`src/rtl/ntps_pkg.sv`:
```
// Shared definitions for NTP time selection and its status registers.
package ntps_pkg;

  localparam int unsigned NTP_TIME_WIDTH = 64;

  // active_src encodings, also used by the status register block
  localparam logic [1:0] SRC_NONE = 2'b00;
  localparam logic [1:0] SRC_A    = 2'b01;
  localparam logic [1:0] SRC_B    = 2'b10;

  // Selector states share the active_src encoding
  typedef enum logic [1:0] {
    ST_NONE  = SRC_NONE,
    ST_USE_A = SRC_A,
    ST_USE_B = SRC_B
  } sel_state_t;

  // One time source as seen by the selector
  typedef struct packed {
    logic [NTP_TIME_WIDTH-1:0] ntp_time;
    logic                      upd;
    logic                      sync_ok;
  } ntp_src_t;

endpackage

```
`src/rtl/ntp_src_monitor.sv`:
```
// Per-source health: update watchdog plus lock indication.
module ntp_src_monitor #(
  parameter int unsigned TIMEOUT_CYCLES = 250000000
) (
  input  logic axi_aclk,
  input  logic axi_aresetn,
  input  logic upd,
  input  logic sync_ok,
  output logic healthy_c
);

  localparam int unsigned    WD_W   = $clog2(TIMEOUT_CYCLES + 1);
  localparam logic [WD_W-1:0] WD_MAX = WD_W'(TIMEOUT_CYCLES);

  logic [WD_W-1:0] wd_q;

  // Cycles since last strobe; starts saturated so a source is stale until it strobes
  always_ff @(posedge axi_aclk or negedge axi_aresetn) begin
    if (!axi_aresetn) begin
      wd_q <= WD_MAX;
    end else if (upd) begin
      wd_q <= '0;
    end else if (wd_q < WD_MAX) begin
      wd_q <= wd_q + WD_W'(1);
    end
  end

  assign healthy_c = sync_ok && (wd_q < WD_MAX);

endmodule

```
`src/rtl/ntp_time_select.sv`:
```
// Selects one of two NTP time sources with health-driven failover and optional revert.
module ntp_time_select
  import ntps_pkg::*;
#(
  parameter int unsigned TIMEOUT_CYCLES = 250000000,
  parameter int unsigned HOLDOFF_CYCLES = 1250000000,
  parameter int unsigned CNT_WIDTH      = 16
) (
  input  logic                      axi_aclk,
  input  logic                      axi_aresetn,
  input  logic                      cfg_primary_b,
  input  logic                      cfg_revertive,
  input  logic [NTP_TIME_WIDTH-1:0] ntp_time_a,
  input  logic                      ntp_time_upd_a,
  input  logic                      sync_ok_a,
  input  logic [NTP_TIME_WIDTH-1:0] ntp_time_b,
  input  logic                      ntp_time_upd_b,
  input  logic                      sync_ok_b,
  output logic [NTP_TIME_WIDTH-1:0] ntp_time,
  output logic                      ntp_time_upd,
  output logic [1:0]                active_src,
  output logic [CNT_WIDTH-1:0]      failover_count,
  output logic                      time_step_back
);

  localparam int unsigned    HO_W   = $clog2(HOLDOFF_CYCLES + 1);
  localparam logic [HO_W-1:0] HO_MAX = HO_W'(HOLDOFF_CYCLES);

  ntp_src_t   src_a, src_b;
  sel_state_t state_q, state_d;
  logic       healthy_a, healthy_b;
  logic       fail_inc;
  logic       primary_b_q;
  logic [HO_W-1:0] holdoff_q;
  logic       holdoff_done;
  logic       valid_q;

  sel_state_t pri_st, oth_st, alt_st;
  logic       pri_ok, oth_ok, cur_ok, alt_ok;
  logic       fwd;
  logic [NTP_TIME_WIDTH-1:0] fwd_time;

  assign src_a = '{ntp_time: ntp_time_a, upd: ntp_time_upd_a, sync_ok: sync_ok_a};
  assign src_b = '{ntp_time: ntp_time_b, upd: ntp_time_upd_b, sync_ok: sync_ok_b};

  ntp_src_monitor #(.TIMEOUT_CYCLES(TIMEOUT_CYCLES)) u_mon_a (
    .axi_aclk(axi_aclk), .axi_aresetn(axi_aresetn),
    .upd(src_a.upd), .sync_ok(src_a.sync_ok), .healthy_c(healthy_a)
  );

  ntp_src_monitor #(.TIMEOUT_CYCLES(TIMEOUT_CYCLES)) u_mon_b (
    .axi_aclk(axi_aclk), .axi_aresetn(axi_aresetn),
    .upd(src_b.upd), .sync_ok(src_b.sync_ok), .healthy_c(healthy_b)
  );

  // Primary/other and current/alternate views of the two sources
  assign pri_st = cfg_primary_b ? ST_USE_B : ST_USE_A;
  assign oth_st = cfg_primary_b ? ST_USE_A : ST_USE_B;
  assign pri_ok = cfg_primary_b ? healthy_b : healthy_a;
  assign oth_ok = cfg_primary_b ? healthy_a : healthy_b;
  assign cur_ok = (state_q == ST_USE_A) ? healthy_a : healthy_b;
  assign alt_st = (state_q == ST_USE_A) ? ST_USE_B : ST_USE_A;
  assign alt_ok = (state_q == ST_USE_A) ? healthy_b : healthy_a;
  assign holdoff_done = (holdoff_q == HO_MAX);

  // Selector state register
  always_ff @(posedge axi_aclk or negedge axi_aresetn) begin
    if (!axi_aresetn) state_q <= ST_NONE;
    else              state_q <= state_d;
  end

  // Next-state: failover has priority over revert; revert also needs the primary healthy now
  always_comb begin
    state_d  = state_q;
    fail_inc = 1'b0;
    case (state_q)
      ST_NONE: begin
        if (pri_ok)      state_d = pri_st;
        else if (oth_ok) state_d = oth_st;
      end
      ST_USE_A, ST_USE_B: begin
        if (!cur_ok) begin
          if (alt_ok) begin
            state_d  = alt_st;
            fail_inc = 1'b1;
          end else begin
            state_d = ST_NONE;
          end
        end else if ((state_q != pri_st) && cfg_revertive && holdoff_done && pri_ok) begin
          state_d = pri_st;
        end
      end
      default: state_d = ST_NONE;
    endcase
  end

  // Revert hold-off: counts continuous primary health while off-primary
  always_ff @(posedge axi_aclk or negedge axi_aresetn) begin
    if (!axi_aresetn) begin
      holdoff_q   <= '0;
      primary_b_q <= 1'b0;
    end else begin
      primary_b_q <= cfg_primary_b;
      if (!pri_ok || (state_q == pri_st) || (cfg_primary_b != primary_b_q)) begin
        holdoff_q <= '0;
      end else if (!holdoff_done) begin
        holdoff_q <= holdoff_q + HO_W'(1);
      end
    end
  end

  // Saturating count of health-driven switches
  always_ff @(posedge axi_aclk or negedge axi_aresetn) begin
    if (!axi_aresetn) begin
      failover_count <= '0;
    end else if (fail_inc && (failover_count != '1)) begin
      failover_count <= failover_count + CNT_WIDTH'(1);
    end
  end

  assign fwd      = ((state_q == ST_USE_A) && src_a.upd) || ((state_q == ST_USE_B) && src_b.upd);
  assign fwd_time = (state_q == ST_USE_A) ? src_a.ntp_time : src_b.ntp_time;

  // Forward strobes of the currently selected source and flag backward steps
  always_ff @(posedge axi_aclk or negedge axi_aresetn) begin
    if (!axi_aresetn) begin
      ntp_time       <= '0;
      ntp_time_upd   <= 1'b0;
      time_step_back <= 1'b0;
      valid_q        <= 1'b0;
    end else if (fwd) begin
      ntp_time       <= fwd_time;
      ntp_time_upd   <= 1'b1;
      time_step_back <= valid_q && (fwd_time < ntp_time);
      valid_q        <= 1'b1;
    end else begin
      ntp_time_upd   <= 1'b0;
      time_step_back <= 1'b0;
    end
  end

  assign active_src = state_q;

endmodule

```
`config.mk`:
```
export PLATFORM = sky130hd
export DESIGN_NAME = ntp_time_select
export DESIGN_NICKNAME = d
export VERILOG_FILES = /design/src/rtl/ntps_pkg.sv /design/src/rtl/ntp_src_monitor.sv /design/src/rtl/ntp_time_select.sv
export SDC_FILE = /design/constraint.sdc
export NUM_CORES = 1
export LEC_CHECK = 0
export ABC_AREA = 1
export BUFFER_PORTS_ARGS = -buffer_cell sky130_fd_sc_hd__buf_2
export CORE_UTILIZATION = 55
export CTS_BUF_LIST = sky130_fd_sc_hd__clkbuf_16
export CTS_CLUSTER_DIAMETER = 30
export DETAILED_ROUTE_END_ITERATION = 12
export PLACE_DENSITY_LB_ADDON = 0.08
export REMOVE_ABC_BUFFERS = 1
export SLEW_MARGIN = 10
export SYNTH_ARGS = -nofsm -noshare
export SYNTH_HDL_FRONTEND = slang
export SYNTH_HIERARCHICAL = 1
export SYNTH_SLANG_ARGS = --single-unit
```
`constraint.sdc`:
```
create_clock -name axi_aclk -period 6 [get_ports axi_aclk]
set_clock_uncertainty 0.05 [all_clocks]
set_input_delay 0.9 -clock axi_aclk [delete_from_list [all_inputs] [get_ports axi_aclk]]
set_output_delay 0.9 -clock axi_aclk [all_outputs]
set_load 0.01 [all_outputs]
```
# Word-level counts from Yosys, hierarchy flattened
# Index checks and enable logic that the tools add are counted.
word_totals:
  register_bits: 173
  in_bits: 136
  output_inout_bits: 84
  wordCells: 70
classes:
  n_addsub: 4
  n_lt_le_gt_ge: 3
  n_eq_ne: 10
  mux: 25
  n_reduce_logical: 18
op_table:
  columns: ["op", "count"]
  rows:
  - ["$mux W28", 4]
  - ["$lt A64 B64 Y1", 1]
  - ["$mux W64", 1]
  - ["$mux W31", 2]
  - ["$add A28 B1 Y28 const B", 2]
  - ["$lt A28 B28 Y1 const B", 2]
  - ["$add A31 B1 Y31 const B", 1]
  - ["$eq A31 B31 Y1 const B", 1]
  - ["$add A16 B1 Y16 const B", 1]
  - ["$mux W2", 8]
  - ["$ne A16 B16 Y1 const B", 1]
  - ["$logic_and A1 B1 Y1", 9]
  - ["$mux W1", 9]
  - ["$ne A3 B3 Y1 const B", 2]
  - ["$pmux W2 S2", 1]
  - ["$reduce_bool A2 Y1", 2]
  - ["$logic_or A1 B1 Y1", 3]
  - ["$eq A2 B1 Y1 const B", 1]
  - ["$eq A2 B2 Y1", 1]
  - ["$eq A2 B2 Y1 const B", 1]
  - ["$logic_not A2 Y1", 1]
  - ["$ne A2 B1 Y1 const B", 1]
  - ["$ne A2 B2 Y1", 1]
  - ["$reduce_and A2 Y1", 1]
  - ["other kinds (3)", 3]

# Depth between registers and ports, before layout
# Gate-level depths: netlist (run 1).
logic_depth:
  depth_word: 8
  ltp_mapped: 21
  mapped_depth_nobuf: 19

# By module
# The synthesis (run 1) kept the hierarchy.
modules_own_cells:
  columns: ["module", "instances", "cells_each", "area_per_inst_um2", "seq_area_each_um2"]
  rows:
  - ["ntp_time_select", 1, 1023, 7561.0, 2927.8]
  - ["ntp_src_monitor", 2, 310, 2069.5, 716.9]

# Worst setup path after synthesis (run 1)
# No wires, ideal clock.
synth_timing:
  path_type: "register to register"
  from: "reg state_q[1] (netlist: active_src[1])"
  to: "reg time_step_back"
  setup_time_ns: 0.071
  t_arrival_ns: 2.493
  required_ns: 5.879
  path_slack_ns: 3.385
  path_stages_with_launch: 18
  n_path_buf: 3
  synth_period_minus_slack_ns: 2.615
  path_cell_list: "dfrtp_1 -> inv_1 -> ha_1 -> buf_6 -> clkbuf_1 -> clkbuf_1 -> nand2_1 -> nand2_1 -> ha_1 -> a21oi_1 -> nor2_1 -> a211oi_1 -> o21ai_0 -> a21oi_1 -> nand2_1 -> nand2_1 -> nand3_1 -> nor2_1"
synth_between:
  elab_chain_len: 5
  word_cells_on_any_way: 9
  cone_classes: "order compare (1); eq/ne (2); mux (2); reduce/logical (4)"
synth_rtl:
  columns: ["element", "line_no", "source"]
  rows:
  - ["start: declaration", "ntp_time_select.sv:30", "sel_state_t state_q, state_d;"]
  - ["start signal: assignment", "ntp_time_select.sv:69", "else state_q <= state_d;"]
  - ["$eq A2 B1 Y1", "ntp_time_select.sv:122", "assign fwd_time = (state_q == ST_USE_A) ? src_a.ntp_time : src_b.ntp_time;"]
  - ["$mux W64", "ntp_time_select.sv:122", null]
  - ["net fwd_time[29]", "ntp_time_select.sv:41", "logic [NTP_TIME_WIDTH-1:0] fwd_time;"]
  - ["$lt A64 B64 Y1", "ntp_time_select.sv:134", "time_step_back <= valid_q && (fwd_time < ntp_time);"]
  - ["$logic_and A1 B1 Y1", "ntp_time_select.sv:134", null]
  - ["$mux W1", "ntp_time_select.sv:131", "end else if (fwd) begin"]
  - ["end signal: assignment", "ntp_time_select.sv:134", null]
  - ["end: declaration", "ntp_time_select.sv:23", "output logic time_step_back"]
# The timed path passes the listed nets, and every way through them passes these cells.
# A chain may end at the register's enable or synchronous reset.

# Worst setup path in the final report (run 1)
layout_timing:
  from: "reg u_mon_a.wd_q[14]"
  to: "reg holdoff_q[14]"
layout_between:
  elab_chain_len: 7
  word_cells_on_any_way: 8
  cone_classes: "order compare (1); eq/ne (1); mux (2); reduce/logical (4)"
layout_rtl:
  columns: ["element", "line_no", "source"]
  rows:
  - ["start: declaration", "ntp_src_monitor.sv:15", "logic [WD_W-1:0] wd_q;"]
  - ["start signal: assignment", "ntp_src_monitor.sv:24", "wd_q <= wd_q + WD_W'(1);"]
  - ["$lt A28 B28 Y1 *", "ntp_src_monitor.sv:28", "assign healthy_c = sync_ok && (wd_q < WD_MAX);"]
  - ["$logic_and A1 B1 Y1 *", "ntp_src_monitor.sv:28", null]
  - ["net healthy_a", "ntp_time_select.sv:31", "logic healthy_a, healthy_b;"]
  - ["$mux W1 *", "ntp_time_select.sv:59", "assign pri_ok = cfg_primary_b ? healthy_b : healthy_a;"]
  - ["$logic_not A1 Y1 *", "ntp_time_select.sv:104", "if (!pri_ok || (state_q == pri_st) || (cfg_primary_b != primary_b_q)) begin"]
  - ["$logic_or A1 B1 Y1 * (2 in a row)", "ntp_time_select.sv:104", null]
  - ["$ne A2 B1 Y1 (no line) / $mux W31 (equally long branches)", null, null]
  - ["end signal: assignment", "ntp_time_select.sv:107", "holdoff_q <= holdoff_q + HO_W'(1);"]
  - ["end: declaration", "ntp_time_select.sv:34", "logic [HO_W-1:0] holdoff_q;"]
# The timed path passes the listed nets; every way through them passes the cells marked *.

==> results of run 1 <==
metal layers:
layer / global-route usage / part of all wire / up-vias
li1: - / - / 5639
met5: 0 / 0 / -
met2: 0.499 / 0.49 / 286
met1: 0.356 / 0.43 / 5036
met3: 0.0586 / 0.059 / 40
met4: 0.0979 / 0.020 / 0
worst max-delay path: cells and delay by family, from the launching register on:
kind / cells / cell delay, ns
AO/OA/AOI/OAI: 3 / 0.54
AND/OR/NAND/NOR: 9 / 1.84
flip-flops: 1 / 0.43
buffers and inverters: 1 / 0.61
through the flow:
step                      area, µm²  utilization
after detailed placement      12900        0.629
after CTS                     13600        0.659
after global routing          13600        0.660
after floorplan               11400            -
final                         13600        0.660
after global placement        12900        0.629
where the power goes:
part / total (µW) / switching [µW] / internal [µW]
sequential: 1570 / 153 / 1410
clock: 1200 / 465 / 733
combinational: 2150 / 1370 / 773
Yosys cell counts (27+ instances only):
master      n  area (µm²)
nand2_1   536        2010
inv_1     184         691
dfrtp_1   147        3680
nand3_1   134         671
nor2_1    123         462
o21ai_0   106         531
ha_1       72         901
a21oi_1    59         295
clkbuf_1   32         120
xor2_1     31         272
nor3_1     29         145
nand4_1    28         175
nand2_2    27         169
registers in the layout (all words and copies together), names as in the netlist:
register,count
primary_b_q,1
time_step_back,1
valid_q,1
holdoff_q,31
failover_count,16
u_mon_a/wd_q,28
active_src,2
u_mon_b/wd_q,28
ntp_time_upd,1
ntp_time,64
logic make-up after synthesis:
kind of cell	count (synthesis)
buffers and inverters	241
AOI/OAI and AO/OA	186
DFF	173
and+or+nand+nor	931
xor gates and xnor gates	40
adders and majority gates	72
how the worst max path moves through the flow:
stage	end
finish	holdoff_q[14]
global route	holdoff_q[14]
CTS	holdoff_q[14]
detailed placement	holdoff_q[14]
global placement	holdoff_q[14]
floorplan	ntp_time[10]
area by class of cell:
type	instances	area, µm²
clock buffer	17	425
timing repair buffer	225	1150
sequential	173	4360
fill	1848	7000
inverter	193	724
tap	270	338
multi-input combinational	1229	6350
clock inverter	15	206
antenna	1	2.50
==> results_dict.tcl, run 1 <==
set metrics [dict create \
    status "completed" \
    port_buffers 219 \
    synthCells 1643 \
    worst_path_max_delay_cell "inv_1" \
    ir_drop_mv 0.208 \
    fin_crit_ns 3.57 \
    wl_per_cell_um 14.1 \
    clock_latency_ns 0.43 \
    cts_num_sinks 173 \
    hold_ws_ns 0.438 \
    start_util 0.569 \
    clk_path_buf_depth 2 \
    grt_usage 0.288 \
    core_area_um2 20600 \
    num_rows 52 \
    vias 11000 \
    synthXorXnorAreaFrac 0.0299 \
    max_stage_delay_ns 0.61 \
    mostFrequentLayoutCell "nand2_1" \
    crit_type "flip-flop to flip-flop" \
    yosysWarnings 6 \
    drt_first_pass_iters 5 \
    r2r_slack_ns 2.43 \
    p_leak_uw 0.00699 \
    io-pin-count 220 \
    antenna_found_initial 1 \
    synth.avg_cell_area_um2 7.12 \
    power_density_nw_per_um2 362 \
    slew_viol_final 0 \
    layout_common_cells "535 x nand2_1, 218 x buf_2, 186 x inv_1" \
    cts_setup_buffers 0 \
    synth-main-ff-cell "dfrtp_1" \
    routed_wl_mm 30.0 \
    cts_buffers 17 \
    holdCritStartpoint "valid_q" \
    drive_gt1_frac 0.197 \
    r2r-end "holdoff_q[14]" \
    fin_cells 2123 \
    worst_pin_slew_ns 1.21 \
    relSlewSlack 0.189 \
    syn_to_final_growth_pct 15.9 \
    die_h_um 148 \
    max_cap_violations 0 \
    timing.final.crit_share 0.594 \
    dp_hpwl_mm 22.4 \
    final-hold-violation-count 0 \
    synth_compound_area_frac 0.0826 \
    worstPathMaxFanout 33 \
    placed_cells_incl_taps 2090 \
    cp.required_ns 6.30 \
    synth_cell_types 39 \
    fmax_mhz 280 \
    rsz0062_at_grt "false" \
    h-tree-depth 4 \
    hold_depth 1 \
    synth_top_family_by_area "simple AND/OR/NAND/NOR gates" \
    holdPathEnd "valid_q" \
    grt_overflow 0 \
    grt_pass1_wl_mm 50.2 \
    place_ws_ns 2.50 \
    power_uw 4910 \
    nets 2047 \
    worstPathCellList "nand2_1, nand2_1, nand2_1, nand2_1, nand2_2, nand3_4, nor2_1, o211ai_1, nand2_1, nand3_1, inv_1, o21ai_0, a21oi_1" \
    first_iter_violations 545 \
    setup_viol 0 \
    synth.area.mux_share 0 \
    crit_start "u_mon_a/wd_q[14]" \
    post_cts_resized 0 \
    worstHoldPathType "flip-flop to flip-flop" \
    chipWidth_um 148 \
    grt_max_degree 77 \
    yosysSeqAreaShare 0.373 \
    vias_per_cell 5.18 \
    synth_seq_cells 173 \
    synth_edf_count 0 \
    cts_tree "yes" \
    cp-end-kind "flip-flop" \
    hold_buffers 0 \
    path_clk_slew_ns 0.07 \
    gp_congestion 0.902 \
    drc 0 \
    worst_slack_ns 2.43 \
    cpMostUsedCell "nand2_1" \
    start_kind "flip-flop" \
    clock-root-buffer "clkbuf_16" \
    rr_startpoint "u_mon_a/wd_q[14]" \
    reg2reg_depth 13 \
    die_area_um2 21900 \
    ant_nets 0 \
    synth.cell_area_um2 11700 \
    synth_adder_area_share 0.0770 \
    synthSimpleGateAreaFrac 0.353 \
    fin_setup_tns_ns 0 \
    worst_ep_arrival_time_ns 3.87 \
    synth-async-reset-ratio 1.00 \
    grt_pass1_vias 10700 \
]
Note: power is estimated with default switching activity, not from simulation.
==> inputs of run 2 (changes only) <==
- ABC_AREA: 1 -> 0
- CORE_UTILIZATION: 55 -> 51
- clock period: 6 -> 3 ns (I/O delays scaled with it)
==> run 2 against run 1 <==
Highest routed layer unchanged. Critical path type unchanged. Register-to-register slack got worse by 2.3 ns. Critical path depth fell by 2. Routed wire length shrank 13%. Final cell count down 25%. Core utilization shrank 2.2 points.
==> results_dict.tcl, run 2 <==
set metrics [dict create \
    status "completed" \
    cts_buffers 17 \
    reg2reg_depth 11 \
    fin_crit_ns 2.85 \
    synth_top_area_share 0.342 \
    synth-main-ff-cell "dfrtp_1" \
    grt_max_degree 58 \
    first_iter_violations 478 \
    p_leak_uw 0.00589 \
    grt_pass1_wl_mm 43.3 \
    worst_path_max_delay_cell "nor3_1" \
    drc 0 \
    h-tree-depth 4 \
    cts_num_sinks 173 \
    io-pin-count 220 \
    cp-end-kind "flip-flop" \
    drt_first_pass_iters 5 \
    timing.final.crit_share 0.949 \
    vias_per_cell 5.58 \
    place_ws_ns 0.112 \
    fin_cells 1584 \
    path_clk_slew_ns 0.07 \
    worstPathCellList "inv_1, ha_4, buf_4, clkbuf_16, mux2_2, ha_1, nand3_1, nor3_1, nand4_1, a21oi_2, nor4_1" \
    start_kind "flip-flop" \
    gp_congestion 0.857 \
    max_cap_violations 0 \
    start_util 0.526 \
    r2r_slack_ns 0.15 \
    relSlewSlack 0.515 \
    synth-async-reset-ratio 1.00 \
    hold_ws_ns 0.174 \
    grt_pass1_vias 8598 \
    placed_cells_incl_taps 1542 \
    grt_usage 0.250 \
    synth.avg_cell_area_um2 10.1 \
    nets 1509 \
    drive_gt1_frac 0.370 \
    hold_depth 1 \
    synth_seq_cells 173 \
    yosysMostFrequentCell "dfrtp_1" \
    port_buffers 219 \
    wl_per_cell_um 16.4 \
    netlist_top_cells_count "147 x dfrtp_1, 129 x mux2_2, 82 x inv_1, 74 x a21oi_1, 72 x ha_1" \
    die_area_um2 21600 \
    diodes 0 \
    dp_hpwl_mm 19.0 \
    ir_drop_mv 0.465 \
    worstPathMaxFanout 13 \
    vias 8842 \
    worstHoldPathType "input port to flip-flop" \
    path_delay_family "simple AND/OR/NAND/NOR gates" \
    num_rows 52 \
    worst-path-stages 11 \
    synth_cell_types 71 \
    synth.cell_area_um2 10700 \
    yosysTopAreaCell "dfrtp_1" \
    yosysSeqAreaShare 0.406 \
    worst_pin_slew_ns 0.723 \
    core_area_um2 20400 \
    path_buf_inv 3 \
    ant_nets 0 \
    final_core_util 0.638 \
    die_h_um 147 \
    synth.area.top_cells "dfrtp_1 34%, mux2_2 14%, ha_1 8.4%" \
    fmax_mhz 351 \
    worst_slack_ns 0.152 \
    antenna_found_initial 0 \
    top_register "ntp_time" \
    crit_type "flip-flop to flip-flop" \
    yosysWarnings 6 \
    syn_to_final_growth_pct 21.3 \
    mostFrequentLayoutCell "buf_2" \
    cp.required_ns 3.27 \
    setup_viol 0 \
    reg_top3 "ntp_time: 64 flops, holdoff_q: 31 flops" \
    cts_tree "yes" \
    worst_ep_arrival_time_ns 3.11 \
    clk_path_buf_depth 2 \
    max_stage_delay_ns 0.42 \
    clock-root-buffer "clkbuf_16" \
    grt_overflow 0 \
    largest_reg_flops 64 \
    clock_latency_ns 0.43 \
    synth_edf_count 0 \
    final-hold-violation-count 0 \
    layout_common_cells "218 x buf_2, 147 x dfrtp_1, 129 x mux2_2" \
    chipWidth_um 147 \
    slew_viol_final 0 \
    synthCells 1068 \
    power_density_nw_per_um2 792 \
    routed_wl_mm 26.0 \
]
[run 2: logic make-up (layout without fill, tap and decap cells)]
group,Yosys count,count (layout),synth area share
xor gates and xnor gates,50,50,0.0408
muxes,138,138,0.145
buffers and inverters,128,374,0.0518
and+or+nand+nor,336,336,0.175
AOI/OAI and AO/OA,171,171,0.0975
adders and majority gates,72,72,0.0839
DFF,173,173,0.406
[run 2: worst register-to-register path: cells and delay by family, from the launching register on]
| family | cells | cell delay (ns) |
|---|---|---|
| buffers and inverters | 3 | 0.45 |
| multiplexers | 1 | 0.36 |
| adder cells (fa/ha/maj) | 2 | 0.57 |
| AND/OR/NAND/NOR | 4 | 0.78 |
| AO/OA/AOI/OAI | 1 | 0.14 |
| flip-flops | 1 | 0.38 |
[run 2: final cells by class]
cell class | instances | area [µm²]
timing repair buffer | 258 | 1500
tap | 270 | 338
inverter | 84 | 315
sequential | 173 | 4360
multi-input combinational | 767 | 5900
clock inverter | 15 | 186
clock buffer | 17 | 425
fill | 1765 | 7400
[run 2: through the flow]
stage	TNS, ns	instance area (µm²)	power [µW]
after floorplan	-66.52	10500	6200
after global placement	0	12300	7800
after detailed placement	0	12300	7890
after CTS	0	12900	10300
after global routing	-0.00997	13000	11100
final	0	13000	10300
[run 2: power by group]
part	total (µW)	internal, µW	leakage, µW	switching (µW)
clock network	2330	1320	0.000289	1000
logic	4710	2320	0.00346	2390
registers	3280	2860	0.00215	424
[run 2: what timing repair did]
item | in CTS | in global routing
resized for setup | 0 | 15
hold buffers | 1 | 0
setup endpoints to repair | 0 | 9
endpoints found under the hold margin | 44 | 0
setup buffers | 0 | 8
[run 2: routing by layer]
layer | routed length (µm) | GRT usage | up-vias
li1 | - | - | 4329
met1 | 11900 | 0.329 | 4279
met2 | 12600 | 0.421 | 208
met3 | 1140 | 0.0441 | 26
met4 | 386 | 0.0722 | 0
met5 | 0 | 0 | -
[run 2: path summary, 6_finish.rpt]
path,start,end
min in group asynchronous,axi_aresetn,ntp_time[20]
setup reg to reg,active_src[1],time_step_back
setup / recovery,active_src[1],time_step_back
max in group asynchronous,axi_aresetn,ntp_time[52]
hold / removal,cfg_primary_b,primary_b_q
hold reg to reg,valid_q,valid_q
